==> src/rtl/fp32_mult.sv <==
// Sequential IEEE-754 single-precision multiplier.
// Operands are latched on the first edge after reset release; a 24-iteration
// shift-add loop forms the 48-bit mantissa product, which is then normalised,
// rounded to nearest-even and packed. The result holds until the next reset.
module fp32_mult (
    input  logic        clk,
    input  logic        res,
    input  logic [31:0] flt_A,
    input  logic [31:0] flt_B,
    output logic [31:0] flt_out
);

    localparam logic [2:0] S_LOAD = 3'd0;
    localparam logic [2:0] S_MUL  = 3'd1;
    localparam logic [2:0] S_NORM = 3'd2;
    localparam logic [2:0] S_PACK = 3'd3;
    localparam logic [2:0] S_DONE = 3'd4;

    localparam logic [1:0] K_NORMAL = 2'd0;
    localparam logic [1:0] K_ZERO   = 2'd1;
    localparam logic [1:0] K_INF    = 2'd2;
    localparam logic [1:0] K_NAN    = 2'd3;

    localparam int unsigned MANT_W = 24;
    localparam int unsigned PROD_W = 2 * MANT_W;
    localparam int unsigned EXP_W  = 10;

    logic [2:0]          state;
    logic [2:0]          state_nxt;
    logic                sign;
    logic [1:0]          kind;
    logic [7:0]          exp_a;
    logic [7:0]          exp_b;
    logic [PROD_W-1:0]   acc;
    logic [PROD_W-1:0]   mcand;
    logic [MANT_W-1:0]   mplier;
    logic [4:0]          cnt;
    logic [EXP_W-1:0]    exp_r;
    logic [22:0]         frac_r;

    logic                a_nan, a_inf, a_zero;
    logic                b_nan, b_inf, b_zero;
    logic [1:0]          kind_c;
    logic [EXP_W-1:0]    exp_sum_c;
    logic                hi_c;
    logic [22:0]         mant_c;
    logic                guard_c;
    logic                sticky_c;
    logic                rup_c;
    logic [MANT_W-1:0]   rounded_c;
    logic [EXP_W-1:0]    exp_adj_c;
    logic [22:0]         frac_n_c;
    logic [31:0]         pack_c;

    // State register; reset returns to LOAD from any state
    always_ff @(posedge clk) begin
        if (!res) state <= S_LOAD;
        else      state <= state_nxt;
    end

    // Next-state sequencing: one LOAD, 24 MUL, then NORM, PACK, DONE
    always_comb begin
        state_nxt = state;
        case (state)
            S_LOAD: state_nxt = S_MUL;
            S_MUL:  if (cnt == 5'd23) state_nxt = S_NORM;
            S_NORM: state_nxt = S_PACK;
            S_PACK: state_nxt = S_DONE;
            S_DONE: state_nxt = S_DONE;
            default: state_nxt = S_LOAD;
        endcase
    end

    // Operand classification; denormals are treated as zero
    always_comb begin
        a_nan  = (flt_A[30:23] == 8'hFF) && (flt_A[22:0] != 23'd0);
        a_inf  = (flt_A[30:23] == 8'hFF) && (flt_A[22:0] == 23'd0);
        a_zero = (flt_A[30:23] == 8'h00);
        b_nan  = (flt_B[30:23] == 8'hFF) && (flt_B[22:0] != 23'd0);
        b_inf  = (flt_B[30:23] == 8'hFF) && (flt_B[22:0] == 23'd0);
        b_zero = (flt_B[30:23] == 8'h00);
        kind_c = K_NORMAL;
        if (a_nan || b_nan || (a_inf && b_zero) || (b_inf && a_zero)) kind_c = K_NAN;
        else if (a_inf || b_inf)                                       kind_c = K_INF;
        else if (a_zero || b_zero)                                     kind_c = K_ZERO;
    end

    // Normalisation and round-to-nearest-even of the finished product
    always_comb begin
        exp_sum_c = EXP_W'(exp_a) + EXP_W'(exp_b) - EXP_W'(127);
        hi_c      = acc[47];
        mant_c    = hi_c ? acc[46:24] : acc[45:23];
        guard_c   = hi_c ? acc[23] : acc[22];
        sticky_c  = hi_c ? (|acc[22:0]) : (|acc[21:0]);
        rup_c     = guard_c && (sticky_c || mant_c[0]);
        rounded_c = {1'b0, mant_c} + MANT_W'(rup_c);
        exp_adj_c = exp_sum_c + EXP_W'(hi_c) + EXP_W'(rounded_c[23]);
        frac_n_c  = rounded_c[23] ? 23'd0 : rounded_c[22:0];
    end

    // Final packing with special cases and exponent range clamping
    always_comb begin
        pack_c = {sign, exp_r[7:0], frac_r};
        case (kind)
            K_NAN:  pack_c = 32'h7FC0_0000;
            K_INF:  pack_c = {sign, 8'hFF, 23'd0};
            K_ZERO: pack_c = {sign, 31'd0};
            default: begin
                if ($signed(exp_r) > $signed(10'sd254))    pack_c = {sign, 8'hFF, 23'd0};
                else if ($signed(exp_r) < $signed(10'sd1)) pack_c = {sign, 31'd0};
            end
        endcase
    end

    // Datapath registers: latch, iterate, normalise, publish
    always_ff @(posedge clk) begin
        if (!res) begin
            flt_out <= 32'd0;
            sign    <= 1'b0;
            kind    <= K_NORMAL;
            exp_a   <= 8'd0;
            exp_b   <= 8'd0;
            acc     <= '0;
            mcand   <= '0;
            mplier  <= '0;
            cnt     <= 5'd0;
            exp_r   <= '0;
            frac_r  <= 23'd0;
        end else begin
            case (state)
                S_LOAD: begin
                    sign   <= flt_A[31] ^ flt_B[31];
                    kind   <= kind_c;
                    exp_a  <= flt_A[30:23];
                    exp_b  <= flt_B[30:23];
                    mcand  <= {24'd0, 1'b1, flt_A[22:0]};
                    mplier <= {1'b1, flt_B[22:0]};
                    acc    <= '0;
                    cnt    <= 5'd0;
                end
                S_MUL: begin
                    if (mplier[0]) acc <= acc + mcand;
                    mcand  <= mcand << 1;
                    mplier <= mplier >> 1;
                    cnt    <= cnt + 5'd1;
                end
                S_NORM: begin
                    exp_r  <= exp_adj_c;
                    frac_r <= frac_n_c;
                end
                S_PACK: flt_out <= pack_c;
                default: ;
            endcase
        end
    end

endmodule

==> config.mk <==
export PLATFORM = sky130hd
export DESIGN_NAME = fp32_mult
export DESIGN_NICKNAME = d
export VERILOG_FILES = /design/src/rtl/fp32_mult.sv
export SDC_FILE = /design/constraint.sdc
export NUM_CORES = 1
export LEC_CHECK = 0
export BUFFER_PORTS_ARGS = -buffer_cell sky130_fd_sc_hd__buf_2
export CORE_MARGIN = 8
export CORE_UTILIZATION = 55
export DETAILED_ROUTE_END_ITERATION = 8
export PLACE_DENSITY = 0.8
export SYNTH_ARGS = -nofsm -noshare
export SYNTH_HDL_FRONTEND = slang
export SYNTH_SLANG_ARGS = --single-unit
==> constraint.sdc <==
create_clock -name clk -period 4.9 [get_ports clk]
set_input_delay 0.245 -clock clk [delete_from_list [all_inputs] [get_ports clk]]
set_output_delay 0.245 -clock clk [all_outputs]
set_load 0.02 [all_outputs]
; Word level (Yosys, flattened, before mapping)
; Cells that the tools add are included.
[classes]
order_cmp = 2
n_eq_ne = 12
n_mux = 17
n_bitwise = 1
addsub = 7
reduce_logical = 25
[ops]
columns = operator, count
row1 = case mux 48 bit (2 select lines), 2
row2 = case mux 32 bit (3 select lines), 1
row3 = 2-to-1 mux 31 bit, 2
row4 = adder 48 bit, 1
row5 = 2-to-1 mux 48 bit, 1
row6 = case mux 24 bit (2 select lines), 1
row7 = logical NOT 23 bit, 2
row8 = 2-to-1 mux 23 bit, 2
row9 = nonzero test 23 bit, 2
row10 = adder 23 x 1 -> 24 bit, 1
row11 = OR reduction 23 bit, 1
row12 = OR reduction 22 bit, 1
row13 = adder 10 x 1 -> 10 bit, 2
row14 = == test 8 bit (second input constant), 2
row15 = logical NOT 8 bit, 2
row16 = case mux 3 bit (4 select lines), 1
row17 = > comparator 10 x 9 -> 1 bit (second input constant), 1
row18 = less-than comparator 10 x 2 -> 1 bit (second input constant), 1
row19 = case mux 5 bit (2 select lines), 1
row20 = subtractor 9 x 7 -> 10 bit (second input constant), 1
row21 = adder 8 x 8 -> 9 bit, 1
row22 = logical AND 1 bit, 7
row23 = == test 3 x 2 -> 1 bit (second input constant), 2
row24 = logical OR 1 bit, 6
row25 = other kinds (15), 20
[totals]
register_bits = 212
out_inout_bits = 32

; Logic depth before layout (Yosys ltp)
[logic_depth]
depth_word = 6
ltp_mapped = 21

; Worst setup path before layout
; OpenSTA, ideal clock, no wires.
[synth_timing]
path_kind = reg-to-reg
from = register acc[47]
to = register frac_r[22]
path_buffers = 5
synth_period_minus_slack_ns = 3.852
stages_incl_launch_ff = 17
setup_ns = 0.118
t_arrival_ns = 3.734
required_ns = 4.782
setup_slack_ns = 1.048
path_cell_list = dfxtp_1 -> buf_2 -> buf_1 -> clkbuf_1 -> clkbuf_1 -> clkbuf_1 -> mux2_2 -> ha_1 -> and4_1 -> and3_1 -> and4b_1 -> and3_1 -> and3_1 -> nor3b_1 -> xnor2_1 -> a22oi_1 -> nor2b_1
[synth_via]
elab_chain_len = 5
elab_cells_between_ends = 7
classes_between = add/sub: 1 / mux: 4 / reduce/logical: 2
[synth_lines]
columns = item, line_no
row1 = "start, declared", 34  ; logic [PROD_W-1:0] acc;
row2 = "start signal, assigned", 142  ; if (mplier[0]) acc <= acc + mcand;
row3 = 2-to-1 mux 1 bit / 2-to-1 mux 23 bit (equally long branches), "94, 92"
row4 = logical OR 1 bit, 95  ; rup_c = guard_c && (sticky_c || mant_c[0]);
row5 = logical AND 1 bit, 95
row6 = adder 23 x 1 -> 24 bit *, 96  ; rounded_c = {1'b0, mant_c} + MANT_W'(rup_c);
row7 = 2-to-1 mux 23 bit *, 98  ; frac_n_c = rounded_c[23] ? 23'd0 : rounded_c[22:0];
row8 = "end signal, assigned", 149  ; frac_r <= frac_n_c;
row9 = "end, declared", 39  ; logic [22:0] frac_r;
; Mark *: on every way between the ends. The rest lies on a longest branch, timed or not.
; A chain may end at the register's enable or synchronous reset.

; Final worst setup path
[layout_timing]
from = register acc[47]
to = register exp_r[8]
[layout_via]
elab_chain_len = 5
elab_cells_between_ends = 8
classes_between = add/sub: 3 / mux: 3 / reduce/logical: 2
[layout_lines]
columns = item, line_no
row1 = 2-to-1 mux 1 bit / 2-to-1 mux 23 bit (equally long branches), "94, 92"
row2 = logical OR 1 bit, 95
row3 = logical AND 1 bit, 95
row4 = adder 23 x 1 -> 24 bit, 96
row5 = adder 10 x 1 -> 10 bit *, 97  ; exp_adj_c = exp_sum_c + EXP_W'(hi_c) + EXP_W'(rounded_c[23]);
row6 = "end signal, assigned", 148  ; exp_r <= exp_adj_c;
row7 = "end, declared", 38  ; logic [EXP_W-1:0] exp_r;
; Marks and branches as above.

==> impl_metrics.py <==
metrics = {
    "layout": {
        "layout.filler_cells": 1908,
        "final_common_cell": "nand2_1",
        "drive_above_1_share": 0.105,
        "synthToLayoutAreaGrowth_pct": 12.1,
        "num_antenna_cells": 0,
        "layout.cells.most_common_list": "237 x nand2_1, 211 x dfxtp_1, 96 x buf_2",
        "num-nets-final": 1744,
        "finalInstanceArea_um2": 14000,
    },
    "sta": {
        "number_of_max_slew_violations_in_the_final_report": 0,
        "actual_slew_at_the_worst_max_slew_pin_ns": 0.991,
        "min_period_over_period": 0.880,
        "finalClockSkew_ns": 0.0109,
        "timing.final.hold_violations": 0,
        "final_critical_period_ns": 4.31,
        "setup_violations": 0,
        "grt_setup_unrepaired": "no",
        "least_setup_slack_across_all_paths_after_layout_ns": 0.588,
        "worst_slew_margin_rel": 0.339,
        "clock.fmax_mhz": 232,
        "finalSetupTns_ns": 0,
    },
    "placement": {
        "dpl_cell_area_um2": 13000,
        "post-place-ws_ns": 0.671,
        "globalplace.congestion": 0.904,
        "place_hpwl_um": 22600,
        "port_buffers": 97,
    },
    "floorplan": {
        "die_x_um": 167,
        "core_area_um2": 22400,
        "die_area_um2": 27800,
        "start_util": 0.556,
        "core.rowCount": 55,
        "top_level_ports": 98,
        "dieHeight_um": 167,
    },
    "detailed_routing": {
        "finalWirelength_um": 33100,
        "remaining_drc_errors": 0,
        "ant_nets": 0,
        "drt_via_density": 6.11,
        "number_of_violations_reported_at_the_end_of_detailed_routing_iteration_0": 1031,
        "detailedRoute.firstPassIterationCount": 7,
        "vias": 11700,
        "routed_wire_length_per_instance_um": 17.3,
    },
    "logic_synthesis": {
        "synth_enable_flop_cells": 0,
        "synth_seq_cells": 212,
        "netlist.area_leader.share": 0.340,
        "netlist-cell-type-count": 74,
        "mappedNetlistNets": 1691,
        "synth_seq_area_share": 0.340,
        "post_synth_inst_count": 1558,
        "synth_top_cell_by_area": "dfxtp_1",
        "synth.top_cells.by_area": "dfxtp_1 34%, nand2_1 7.1%, ha_1 6.4%",
        "synth-async-reset-ratio": 0,
        "yosysWarnings": 0,
        "postSynthAreaPerCell_um2": 8.01,
        "synth_top_flop_cell": "dfxtp_1",
        "synth_area_um2": 12500,
    },
    "power": {
        "ir_drop_mv": 0.290,
        "cellLeakagePower_nw": 5.89,
        "power_per_cell_area_nw_per_um2": 317,
    },
    "clock_tree": {
        "max-clock-path-buffers": 3,
        "total_setup_buffers_inserted_after_cts": 0,
        "worstSkewPairLatency_ns": 0.51,
        "cts.sink_count": 212,
        "cts_buffers": 23,
        "htree_levels": 1,
        "root_buffer": "clkbuf_16",
        "clock_tree_from_tritoncts": "done",
        "cts.clk_slew.worst_paths_ns": 0.06,
    },
    "grt": {
        "grt_max_degree": 101,
        "use_met3": 0.0355,
        "use_met1": 0.284,
        "grt_pass1_wl_um": 54500,
        "busiest_layer": "met2",
        "number_of_global_route_vias_before_repair": 11100,
        "total_global_routing_overflow": 0,
        "grt_antenna_before_repair": 0,
        "met2_usage": 0.399,
        "global_router_s_overall_resource_usage": 0.228,
    },
    "flow_run": {
        "drv_cap": 0,
    },
    "critical_path": {
        "crit_required_ns": 5.34,
        "crit_path_end_kind": "register",
        "cp.arrival_ns": 4.75,
        "critPathSlowestCell": "or4_4",
        "crit_top_cell": "o21ai_0",
        "worstPathCellList": "nand2_1 -> a2111oi_4 -> o2111ai_2 -> or4_4 -> nor2_4 -> nand2_2 -> inv_2 -> fa_1 -> inv_1 -> fa_1 -> nor2b_1 -> o21ai_0 -> a21oi_1 -> o21ai_0 -> nand2b_1 -> a21o_1 -> a21oi_1 -> xor2_1 -> o21ai_0",
        "crit_type": "register to register",
        "worstSetupStartpointType": "register",
        "reg2regPathDepth": 19,
        "cp_max_fo": 7,
        "critPathMaxStageDelay_ns": 0.61,
    },
    "status": {
        "result_of_the_run": "complete, no violations",
    },
    "hold_path": {
        "hold_depth": 3,
        "worst_hold_path_type": "input port to register",
    },
}
-- critical path, delay by kind of cell, from the launching register on --
family,cells,cell delay (ns)
simple gates,6,1.33
flops,1,0.48
xor+xnor,1,0.13
compound gates,8,1.53
buf+inv,2,0.18
fa+ha+maj,2,0.61
-- synth_stat cells (22+ instances only) --
| library cell | instances |
|---|---|
| a21boi_0 | 84 |
| a21o_1 | 28 |
| a21oi_1 | 71 |
| a22oi_1 | 29 |
| clkbuf_1 | 98 |
| dfxtp_1 | 212 |
| ha_1 | 64 |
| inv_1 | 32 |
| mux2i_1 | 33 |
| nand2_1 | 237 |
| nand3_1 | 77 |
| nand4_1 | 27 |
| nor2_1 | 95 |
| nor2b_1 | 40 |
| nor4_1 | 22 |
| o211a_1 | 26 |
| o211ai_1 | 25 |
| o21ai_0 | 88 |
| or3_1 | 23 |
| xnor2_1 | 32 |
| xor2_1 | 25 |
-- registers in the layout, indices dropped and copies added (netlist names) --
| register | flops |
|---|---|
| acc | 48 |
| cnt | 5 |
| state | 3 |
| sign | 1 |
| exp_a | 8 |
| exp_b | 8 |
| frac_r | 23 |
| flt_out | 32 |
| mplier | 24 |
| kind | 2 |
| mcand | 48 |
| exp_r | 10 |
-- power breakdown --
group | internal [mW] | switching, mW
sequential | 1.84 | 0.0982
combinational | 0.305 | 0.521
clock | 0.957 | 0.706
-- per-stage QoR --
stage	hold WS [ns]	utilization	total power [mW]	cells
2_1_floorplan	0.366	-	2.54	1558
3_3_place_gp	0.448	0.581	2.74	1846
3_5_place_dp	0.456	0.581	2.76	1846
4_1_cts	0.00130	0.623	4.44	1910
5_1_grt	0.0145	0.623	4.62	1910
6_report	0.0132	0.623	4.43	1910
-- repair_timing --
item	in CTS	in global routing
hold buffers	25	0
hold endpoints to repair	25	0
gates resized for setup	0	0
-- final timing paths --
path | startpoint | end | slack, ns
hold / removal | flt_A[21] | mcand[21] | 0.01
hold reg to reg | flt_out[13] | flt_out[13] | 0.46
setup reg to reg | acc[47] | exp_r[8] | 0.59
setup / recovery | acc[47] | exp_r[8] | 0.59
-- routing by layer --
| metal | vias up | wire (µm) |
|---|---|---|
| met5 | - | 0 |
| met4 | 0 | 854 |
| met3 | 75 | 1820 |
| met2 | 392 | 15900 |
| met1 | 5498 | 14500 |
| li1 | 5707 | - |
-- cell families (layout without fill, tap and decap cells) --
kind of cell,after synthesis,in the layout,share of synthesized area
compound gates,446,446,0.251
flops,212,212,0.340
buf+inv,140,207,0.0424
simple gates,598,598,0.227
xor+xnor,57,57,0.0400
mux,38,38,0.0310
fa+ha+maj,67,67,0.0690
-- layout make-up --
| class | instances | area, µm² | area share |
|---|---|---|---|
| multi-input cells | 1206 | 7710 | 0.552 |
| flip-flops and latches | 212 | 4250 | 0.304 |
| repair buffers | 135 | 836 | 0.0598 |
| clock buffers | 31 | 636 | 0.0455 |
| well taps | 285 | 357 | 0.0255 |
| inverters | 33 | 124 | 0.00886 |
| clock inverters | 8 | 67.6 | 0.00483 |
Note: power is estimated with default switching activity, not from simulation.
